File: src/rtl/seven_seg_pkg.sv
// Shared definitions for the multiplexed seven-segment driver: segment codes,
// converter state type and small helper functions.
package seven_seg_pkg;

  localparam logic [6:0] SEG_0     = 7'b1111110;
  localparam logic [6:0] SEG_1     = 7'b0110000;
  localparam logic [6:0] SEG_2     = 7'b1101101;
  localparam logic [6:0] SEG_3     = 7'b1111001;
  localparam logic [6:0] SEG_4     = 7'b0110011;
  localparam logic [6:0] SEG_5     = 7'b1011011;
  localparam logic [6:0] SEG_6     = 7'b1011111;
  localparam logic [6:0] SEG_7     = 7'b1110000;
  localparam logic [6:0] SEG_8     = 7'b1111111;
  localparam logic [6:0] SEG_9     = 7'b1111011;
  localparam logic [6:0] SEG_A     = 7'b1110111;
  localparam logic [6:0] SEG_B     = 7'b0011111;
  localparam logic [6:0] SEG_C     = 7'b1001110;
  localparam logic [6:0] SEG_D     = 7'b0111101;
  localparam logic [6:0] SEG_E     = 7'b1001111;
  localparam logic [6:0] SEG_F     = 7'b1000111;
  localparam logic [6:0] SEG_DASH  = 7'b0000001;
  localparam logic [6:0] SEG_BLANK = 7'b0000000;

  typedef enum logic {
    ST_IDLE    = 1'b0,
    ST_CONVERT = 1'b1
  } conv_state_t;

  function automatic logic [6:0] nibble_to_seg(input logic [3:0] nib);
    logic [6:0] code;
    unique case (nib)
      4'h0: code = SEG_0;
      4'h1: code = SEG_1;
      4'h2: code = SEG_2;
      4'h3: code = SEG_3;
      4'h4: code = SEG_4;
      4'h5: code = SEG_5;
      4'h6: code = SEG_6;
      4'h7: code = SEG_7;
      4'h8: code = SEG_8;
      4'h9: code = SEG_9;
      4'hA: code = SEG_A;
      4'hB: code = SEG_B;
      4'hC: code = SEG_C;
      4'hD: code = SEG_D;
      4'hE: code = SEG_E;
      4'hF: code = SEG_F;
    endcase
    return code;
  endfunction

  // Largest value that fits in n decimal digits; only ever called with constants.
  function automatic logic [39:0] dec_max(input int n);
    logic [39:0] m;
    m = 40'd1;
    for (int i = 0; i < n; i++) m = m * 40'd10;
    return m - 40'd1;
  endfunction

endpackage

File: src/rtl/bin2bcd_seq.sv
// Sequential double-dabble converter: one input bit per clock, MSB first.
// state      | meaning
// ST_IDLE    | no conversion running, waiting for start
// ST_CONVERT | shifting value bits into the BCD accumulator
module bin2bcd_seq
  import seven_seg_pkg::*;
#(
  parameter int VALUE_W    = 16,
  parameter int NUM_DIGITS = 4
) (
  input  logic                    clk,
  input  logic                    rst,
  input  logic                    start,
  input  logic                    abort,
  input  logic [VALUE_W-1:0]      value,
  output logic                    busy,
  output logic                    done,
  output logic [4*NUM_DIGITS-1:0] bcd
);

  localparam int CNT_W = (VALUE_W > 1) ? $clog2(VALUE_W) : 1;
  localparam logic [CNT_W-1:0] CNT_LOAD = CNT_W'(VALUE_W - 1);

  conv_state_t             state, state_next;
  logic [VALUE_W-1:0]      shreg, shreg_next;
  logic [4*NUM_DIGITS-1:0] acc, acc_next;
  logic [4*NUM_DIGITS-1:0] adj, step;
  logic [CNT_W-1:0]        cnt, cnt_next;

  always_comb begin
    adj = acc;
    for (int i = 0; i < NUM_DIGITS; i++) begin
      if (acc[4*i +: 4] >= 4'd5) adj[4*i +: 4] = acc[4*i +: 4] + 4'd3;
    end
    step = (adj << 1) | {{(4*NUM_DIGITS-1){1'b0}}, shreg[VALUE_W-1]};
  end

  // The result of the final step is offered combinationally so the caller can
  // capture it on the same edge the FSM returns to idle.
  assign bcd  = step;
  assign busy = (state == ST_CONVERT);

  always_comb begin
    state_next = state;
    shreg_next = shreg;
    acc_next   = acc;
    cnt_next   = cnt;
    done       = 1'b0;
    if (abort) begin
      state_next = ST_IDLE;
    end else if (start) begin
      state_next = ST_CONVERT;
      shreg_next = value;
      acc_next   = '0;
      cnt_next   = CNT_LOAD;
    end else if (state == ST_CONVERT) begin
      acc_next   = step;
      shreg_next = shreg << 1;
      if (cnt == '0) begin
        state_next = ST_IDLE;
        done       = 1'b1;
      end else begin
        cnt_next = cnt - 1'b1;
      end
    end
  end

  always_ff @(posedge clk) begin
    if (rst) begin
      state <= ST_IDLE;
      shreg <= '0;
      acc   <= '0;
      cnt   <= '0;
    end else begin
      state <= state_next;
      shreg <= shreg_next;
      acc   <= acc_next;
      cnt   <= cnt_next;
    end
  end

endmodule

File: src/rtl/seven_seg_mux.sv
// Multi-digit time-multiplexed seven-segment driver (decimal or hex display).
// Define SEVEN_SEG_LZB_EN to blank leading zero digits on display updates.
module seven_seg_mux
  import seven_seg_pkg::*;
#(
  parameter int NUM_DIGITS = 4,
  parameter int VALUE_W    = 16,
  parameter int SCAN_DIV   = 16000,
  parameter int HEX_MODE   = 0
) (
  input  logic                  clk,
  input  logic                  rst,
  input  logic [VALUE_W-1:0]    value,
  input  logic                  valid,
  input  logic                  load,
  output logic [6:0]            seg,
  output logic [NUM_DIGITS-1:0] digit_en,
  output logic                  busy,
  output logic                  overflow
);

  localparam int IDX_W = (NUM_DIGITS > 1) ? $clog2(NUM_DIGITS) : 1;
  localparam int CNT_W = $clog2(SCAN_DIV);
  localparam logic [CNT_W-1:0] CNT_TC   = CNT_W'(SCAN_DIV - 1);
  localparam logic [IDX_W-1:0] IDX_LAST = IDX_W'(NUM_DIGITS - 1);
  localparam logic [NUM_DIGITS*7-1:0] DASH_ALL = {NUM_DIGITS{SEG_DASH}};

  logic [63:0]             value_ext;
  logic                    too_big;
  logic                    start_conv, abort_conv;
  logic                    conv_done;
  logic [4*NUM_DIGITS-1:0] conv_bcd;
  logic [NUM_DIGITS*7-1:0] disp;
  logic [CNT_W-1:0]        scan_cnt;
  logic [IDX_W-1:0]        scan_idx;

  function automatic logic [NUM_DIGITS*7-1:0] encode(input logic [4*NUM_DIGITS-1:0] nibs);
    logic [NUM_DIGITS*7-1:0] codes;
`ifdef SEVEN_SEG_LZB_EN
    logic lead;
    lead = 1'b1;
`endif
    codes = '0;
    for (int i = NUM_DIGITS - 1; i >= 0; i--) begin
`ifdef SEVEN_SEG_LZB_EN
      if (lead && i != 0 && nibs[4*i +: 4] == 4'd0) begin
        codes[7*i +: 7] = SEG_BLANK;
      end else begin
        codes[7*i +: 7] = nibble_to_seg(nibs[4*i +: 4]);
        lead = 1'b0;
      end
`else
      codes[7*i +: 7] = nibble_to_seg(nibs[4*i +: 4]);
`endif
    end
    return codes;
  endfunction

  assign value_ext = 64'(value);

  always_comb begin
    if (HEX_MODE != 0) too_big = (value_ext >> (4 * NUM_DIGITS)) != 64'd0;
    else               too_big = value_ext > 64'(dec_max(NUM_DIGITS));
  end

  // Any load that does not start a new conversion cancels a running one.
  assign start_conv = load & valid & ~too_big & (HEX_MODE == 0);
  assign abort_conv = load & ~start_conv;

  bin2bcd_seq #(
    .VALUE_W   (VALUE_W),
    .NUM_DIGITS(NUM_DIGITS)
  ) u_bin2bcd (
    .clk  (clk),
    .rst  (rst),
    .start(start_conv),
    .abort(abort_conv),
    .value(value),
    .busy (busy),
    .done (conv_done),
    .bcd  (conv_bcd)
  );

  always_ff @(posedge clk) begin
    if (rst) begin
      disp     <= DASH_ALL;
      overflow <= 1'b0;
    end else if (load) begin
      if (!valid) begin
        disp     <= DASH_ALL;
        overflow <= 1'b0;
      end else if (too_big) begin
        disp     <= DASH_ALL;
        overflow <= 1'b1;
      end else if (HEX_MODE != 0) begin
        disp     <= encode(value_ext[4*NUM_DIGITS-1:0]);
        overflow <= 1'b0;
      end
    end else if (conv_done) begin
      disp     <= encode(conv_bcd);
      overflow <= 1'b0;
    end
  end

  always_ff @(posedge clk) begin
    if (rst) begin
      scan_cnt <= '0;
      scan_idx <= '0;
      seg      <= SEG_DASH;
      digit_en <= NUM_DIGITS'(1);
    end else begin
      seg      <= disp[7*scan_idx +: 7];
      digit_en <= NUM_DIGITS'(1) << scan_idx;
      if (scan_cnt == CNT_TC) begin
        scan_cnt <= '0;
        scan_idx <= (scan_idx == IDX_LAST) ? '0 : scan_idx + 1'b1;
      end else begin
        scan_cnt <= scan_cnt + 1'b1;
      end
    end
  end

endmodule

File: config.mk
export PLATFORM = sky130hd
export DESIGN_NAME = seven_seg_mux
export DESIGN_NICKNAME = d
export VERILOG_FILES = /design/src/rtl/seven_seg_pkg.sv /design/src/rtl/bin2bcd_seq.sv /design/src/rtl/seven_seg_mux.sv
export SDC_FILE = /design/constraint.sdc
export NUM_CORES = 1
export LEC_CHECK = 0
export CAP_MARGIN = 30
export CORE_MARGIN = 2
export CORE_UTILIZATION = 40
export DETAILED_ROUTE_END_ITERATION = 12
export MAX_ROUTING_LAYER = met4
export PLACE_DENSITY_LB_ADDON = 0.08
export SYNTH_ARGS = -nofsm -noshare
export SYNTH_HDL_FRONTEND = slang
export SYNTH_SLANG_ARGS = --single-unit
File: constraint.sdc
create_clock -name clk -period 2.3 [get_ports clk]
set_input_delay 0.23 -clock clk [delete_from_list [all_inputs] [get_ports clk]]
set_output_delay 0.23 -clock clk [all_outputs]
set_load 0.1 [all_outputs]
==> impl_metrics.yaml, run 1 <==
sta:
  slew_viol_final: 0
  grt_setup_unrepaired: "yes"
  setup_viol: 0
  slew_headroom_pct: 64.2
  finClkSkew_ns: 0.00689
  fmax_ghz: 0.466
  finalCritPeriodShare_pct: 93.3
  fin_crit_ns: 2.14
  worstMarginPinSlew_ns: 0.537
  hold_viol_final: 0
pwr:
  p_per_area_mw_per_mm2: 549
  power_leakage_nw: 2.39
  irDropWorstVdd_v: 0.000314
layout:
  areaGrowthSynthToFinish_pct: 22.0
  antenna_cells: 0
  nets: 730
  utilization_pct: 49.8
  stdcell_count: 851
  drive_gt1_share_pct: 15.8
critical_path:
  crit_fanout: 5
  slowest_delay_ns: 0.35
  cp.required_ns: 2.54
  cp.arrival_ns: 2.39
  critical_path_class: "register to register"
  crit_chain: "inv_1 -> ha_1 -> nor2b_1 -> nor3_2 -> nor2_1 -> inv_1 -> ha_1 -> nor2_1 -> o21ai_0 -> a32o_1"
  critPathLaunchType: "register"
  critPathSlowestCell: "dfxtp_1"
  worstSetupEndpointType: "register"
logic_synthesis:
  synth_nets: 681
  postSynthCellCount: 625
  ys.flop_type: "dfxtp_1"
  async_flop_share_pct: 0
  syn_avg_cell_area_sq_um: 8.21
  synth_edf_count: 0
  synthDistinctLibCells: 52
  yosysSeqAreaShare_pct: 36.3
  synth_area_sq_mm: 0.00513
  ys_ff_latch: 93
  ys_warn_count: 0
place:
  gp_congestion: 0.860
  placedCellCount: 833
  hpwl_um: 9210
  io_buffers: 32
floorplan:
  ios: 33
  die_h_um: 117
  die_area_sq_mm: 0.0138
  start_util_pct: 40.8
  fp.dieW_um: 117
  core-area_sq_mm: 0.0126
  core.rowCount: 41
clock_network:
  clkSinkCount: 93
  cts_tree: "yes"
  h-tree-depth: 3
  clock_path_buffers: 2
  clk_pin_slew_ns: 0.07
  cts_root_buffer: "clkbuf_16"
  insertion_delay_ns: 0.35
  numCtsBuffers: 9
global_route:
  grt_start_max_net_pins: 44
  grt_pass1_vias: 4100
  antenna_found_initial: 0
  overflow: 0
  grt.total_usage_pct: 20.0
  grt_pass1_wl_um: 20600
detailed_routing:
  wl_um: 12800
  via_per_inst: 5.28
  num_vias: 4497
  ant_nets: 0
  firstDrtPassIters: 4
  wl_per_cell_um: 15.0
  drc: 0
  drt_iter0_drc: 197
min_path:
  hp-class: "register to register"
run_status:
  outcome: "completed"
run:
  drv_cap: 0
sequential cells by signal, summed over array words and instances (netlist names):
signal and count:
digit_en 4, scan_cnt 14, u_bin2bcd.busy 1, seg 7
u_bin2bcd.cnt 4, u_bin2bcd.shreg 16, disp 28, u_bin2bcd.acc 16
scan_idx 2, overflow 1
area by class of cell:
class	count	area, sq um
fill	1218	6300
multi-input combinational	467	3120
sequential	93	1860
timing repair buffer	73	633
clock buffer	10	229
tap	172	215
inverter	30	113
clock inverter	6	92.6
per-stage QoR:
step | setup slack [ns] | cell area [sq um] | hold slack [ns] | total power, mW | TNS (ns)
3_5_place_dp | -0.00402 | 5820 | 0.447 | 1.86 | -0.00402
4_1_cts | 0.0388 | 6150 | 0.459 | 3.48 | 0
5_1_grt | -0.0144 | 6260 | 0.477 | 3.57 | -0.0234
2_1_floorplan | 0.101 | 5130 | 0.396 | 1.78 | 0
6_report | 0.155 | 6260 | 0.457 | 3.44 | 0
3_3_place_gp | 0.0816 | 5820 | 0.441 | 1.86 | 0
synthesized netlist by cell type, drive strengths merged (8+ instances only):
| cell | number | area [sq um] |
|---|---|---|
| o21ai | 40 | 200 |
| a211oi | 17 | 128 |
| a311oi | 13 | 114 |
| nor3 | 22 | 110 |
| ha | 36 | 450 |
| inv | 30 | 113 |
| xnor2 | 9 | 78.8 |
| nand3 | 12 | 60.1 |
| nor2b | 11 | 68.8 |
| a21oi | 39 | 195 |
| buf | 14 | 76.3 |
| xor2 | 8 | 70.1 |
| clkbuf | 21 | 78.8 |
| nand2b | 10 | 62.6 |
| nand2 | 95 | 357 |
| dfxtp | 93 | 1860 |
| nor2 | 59 | 221 |
power by group:
group | switching, mW | leakage [nW] | internal, mW | total (mW)
clock | 0.650 | 0.150 | 0.960 | 1.61
sequential | 0.0149 | 0.752 | 1.63 | 1.64
combinational | 0.102 | 1.49 | 0.0843 | 0.187
total | 0.767 | 2.39 | 2.67 | 3.44
cells in the final DEF, fill, tap and decap left out, types with 5 or more instances in the layout:
master / instances
nand2_1: 95
dfxtp_1: 91
nor2_1: 59
buf_4: 51
o21ai_0: 37
ha_1: 35
a21oi_1: 34
inv_1: 30
clkdlybuf4s50_1: 19
nor3_1: 16
a211oi_1: 16
a311oi_1: 13
nand3_1: 12
nor2b_1: 10
nand2b_1: 10
clkbuf_16: 9
xor2_1: 8
mux2i_1: 7
a32o_1: 7
mux4_2: 7
nor3_2: 6
o21a_1: 6
and2_1: 5
a21oi_2: 5
and3_1: 5
xnor2_1: 5
a31oi_1: 5
logic make-up (layout without fill, tap and decap cells):
family / count (synthesis) / count (layout) / synth area share, %
compound gates: 161 / 161 / 21.1
xor+xnor: 17 / 17 / 2.90
fa+ha+maj: 36 / 36 / 8.78
buf+inv: 65 / 119 / 5.22
flops: 93 / 93 / 36.3
mux: 14 / 14 / 4.44
simple gates: 239 / 239 / 21.3
what timing repair did:
action | CTS | global route
buffers inserted | 0 | 2
setup endpoints to repair | 1 | 25
pin swaps | 0 | 6
gates resized for setup | 1 | 20
hold buffers | 0 | 0
worst max-delay path: cells and delay by family, from the launching register on:
family	cells	cell delay, ns
AOI/OAI and AO/OA	2	0.38
adders and majority gates	2	0.52
and+or+nand+nor	4	0.60
DFF	1	0.35
buffers and inverters	2	0.18
per-layer routing:
layer	vias to the layer above	GRT usage [%]	share of wire (%)
met4	0	6.67	1.5
met5	-	-	0
met2	87	29.9	45
li1	2305	-	-
met1	2093	27.7	48
met3	12	3.14	5.1
path summary, 6_finish.rpt:
kind,start,end,slack (ns),cells past startpoint
max,u_bin2bcd.acc[1],disp[12],0.16,10
min,u_bin2bcd.shreg[13],u_bin2bcd.shreg[14],0.46,2
max reg2reg,u_bin2bcd.acc[1],disp[12],0.16,10
min reg2reg,u_bin2bcd.shreg[13],u_bin2bcd.shreg[14],0.46,2
No activity file was read; power rests on OpenSTA's default activity.
==> inputs of run 2 (changes only) <==
CORE_UTILIZATION = 30   (was 40)
==> run 2 against run 1 <==
  * Total power grew 2.3%
  * Cell count up 5.1%
  * Worst setup slack worse by 0.018 ns
  * First-iteration DRC count up 47%
  * Critical endpoint is now disp[1]
  * Utilization decreased by 12 points
  * Clock skew barely moved
  * Highest routed layer unchanged
  * Worst hold slack worse by 0.0017 ns
==> impl_metrics.yaml, run 2 (synthesis gave the netlist of run 1 again) <==
run_status:
  outcome: "completed"
floorplan:
  die_h_um: 135
  die_area_sq_mm: 0.0182
  core.rowCount: 47
  core-area_sq_mm: 0.0166
  start_util_pct: 30.8
  ios: 33
  fp.dieW_um: 135
clock_network:
  clkSinkCount: 93
  cts_root_buffer: "clkbuf_16"
  clk_pin_slew_ns: 0.07
  clock_path_buffers: 2
  numCtsBuffers: 9
  h-tree-depth: 3
  insertion_delay_ns: 0.35
  hold_buffers: 0
  cts_tree: "yes"
place:
  placed_area_sq_mm: 0.00584
  place_ws_ns: 0.000392
  hpwl_um: 9720
  io_buffers: 32
  gp_congestion: 0.870
  placedCellCount: 876
min_path:
  hold_depth: 2
  worstHoldStart: "u_bin2bcd.shreg[13]"
  hp-class: "register to register"
  hold_end: "u_bin2bcd.shreg[14]"
sta:
  whs_ns: 0.456
  setup_viol: 0
  slew_headroom_pct: 57.6
  fmax_ghz: 0.462
  slew_viol_final: 0
  finalCritPeriodShare_pct: 94.0
  fin_crit_ns: 2.16
  hold_viol_final: 0
  finalSetupTns_ns: 0
  setup_slack_ns: 0.137
  worstMarginPinSlew_ns: 0.629
  finClkSkew_ns: 0.00703
layout:
  design_area_sq_mm: 0.00625
  largestRegisters: "disp: 28 flops, u_bin2bcd.acc: 16 flops, u_bin2bcd.shreg: 16 flops"
  largest_reg_flops: 28
  drive_gt1_share_pct: 15.4
  layout_common_cells: "nand2_1, dfxtp_1, nor2_1"
  areaGrowthSynthToFinish_pct: 21.8
  utilization_pct: 37.6
  regMostFlops: "disp"
  stdcell_count: 894
  layout_commonest_cell: "nand2_1"
  antenna_cells: 0
  nets: 725
  nFillCells: 1706
pwr:
  irDropWorstVdd_v: 0.000326
  p_per_area_mw_per_mm2: 563
  power_leakage_nw: 2.37
  finalPower_mw: 3.52
critical_path:
  critical_path_class: "register to register"
  reg2reg_depth: 10
  cp.required_ns: 2.58
  rrSetupSlack_ns: 0.14
  rr_endpoint: "disp[1]"
  worstSetupEndpointType: "register"
  worstReg2RegStart: "u_bin2bcd.acc[0]"
  crit_fanout: 6
  cp.arrival_ns: 2.44
  critPathLaunchType: "register"
global_route:
  grt_pass1_wl_um: 22100
  grt_pass1_vias: 4299
  grt_start_max_net_pins: 44
  grt.total_usage_pct: 15.7
  antenna_found_initial: 0
  overflow: 0
detailed_routing:
  drc: 0
  via_per_inst: 5.03
  firstDrtPassIters: 5
  wl_um: 13600
  wl_per_cell_um: 15.2
  ant_nets: 0
  drt_iter0_drc: 290
  num_vias: 4499
run:
  drv_cap: 0
[run 2: changes by cell type in the layout (fill, tap and decap cells not counted), sizes merged]
cell	before	now
clkinvlp	2	0
buf	54	49
clkinv	0	2
clkbuf	10	9
inv	32	33
[run 2: worst max path at each step]
stage                     endpoint        startpoint  cells after the start  slack, ns
after floorplan           disp[10]  u_bin2bcd.acc[0]                     11       0.10
after global placement    disp[26]  u_bin2bcd.acc[8]                     10       0.09
after detailed placement  disp[17]  u_bin2bcd.acc[8]                     11     0.0004
after CTS                 disp[10]  u_bin2bcd.acc[5]                     11       0.01
after global routing       disp[3]  u_bin2bcd.acc[0]                     10      -0.02
final                      disp[1]  u_bin2bcd.acc[0]                     10       0.14
[run 2: area by class of cell]
cell class,count,area (sq um),share of cell area [%]
flip-flops and latches,93,1870,29.9
repair buffers,68,596,9.52
clock inverters,7,106,1.70
inverters,30,113,1.80
clock buffers,9,225,3.60
well taps,220,275,4.40
multi-input cells,467,3070,49.1
[run 2: repair_timing]
item | 4_1_cts | 5_1_grt
gates resized for setup | 2 | 17
setup endpoints to repair | 3 | 17
pin swaps | 1 | 3
setup buffers | 1 | 1
[run 2: routing by layer]
metal	track usage, %	part of all wire (%)	up-vias
met1	21.5	50	2107
met5	-	0	-
met4	6.43	2.0	0
met3	2.10	3.2	17
met2	23.5	45	78
li1	-	-	2297
[run 2: critical path, cell delays in order, from the launching register on]
cell,delay (ns)
dfxtp_1,0.31
buf_4,0.15
ha_1,0.21
nand2b_1,0.17
a21oi_1,0.24
xnor2_2,0.20
inv_1,0.14
ha_1,0.25
mux2i_1,0.15
o21ai_0,0.09
o21ai_0,0.16
[run 2: report_power, final]
part / total, mW / internal, mW / switching (mW) / leakage [nW]
Sequential: 1.64 / 1.63 / 0.0147 / 0.753
Clock: 1.69 / 0.973 / 0.720 / 0.163
Combinational: 0.186 / 0.0831 / 0.103 / 1.45
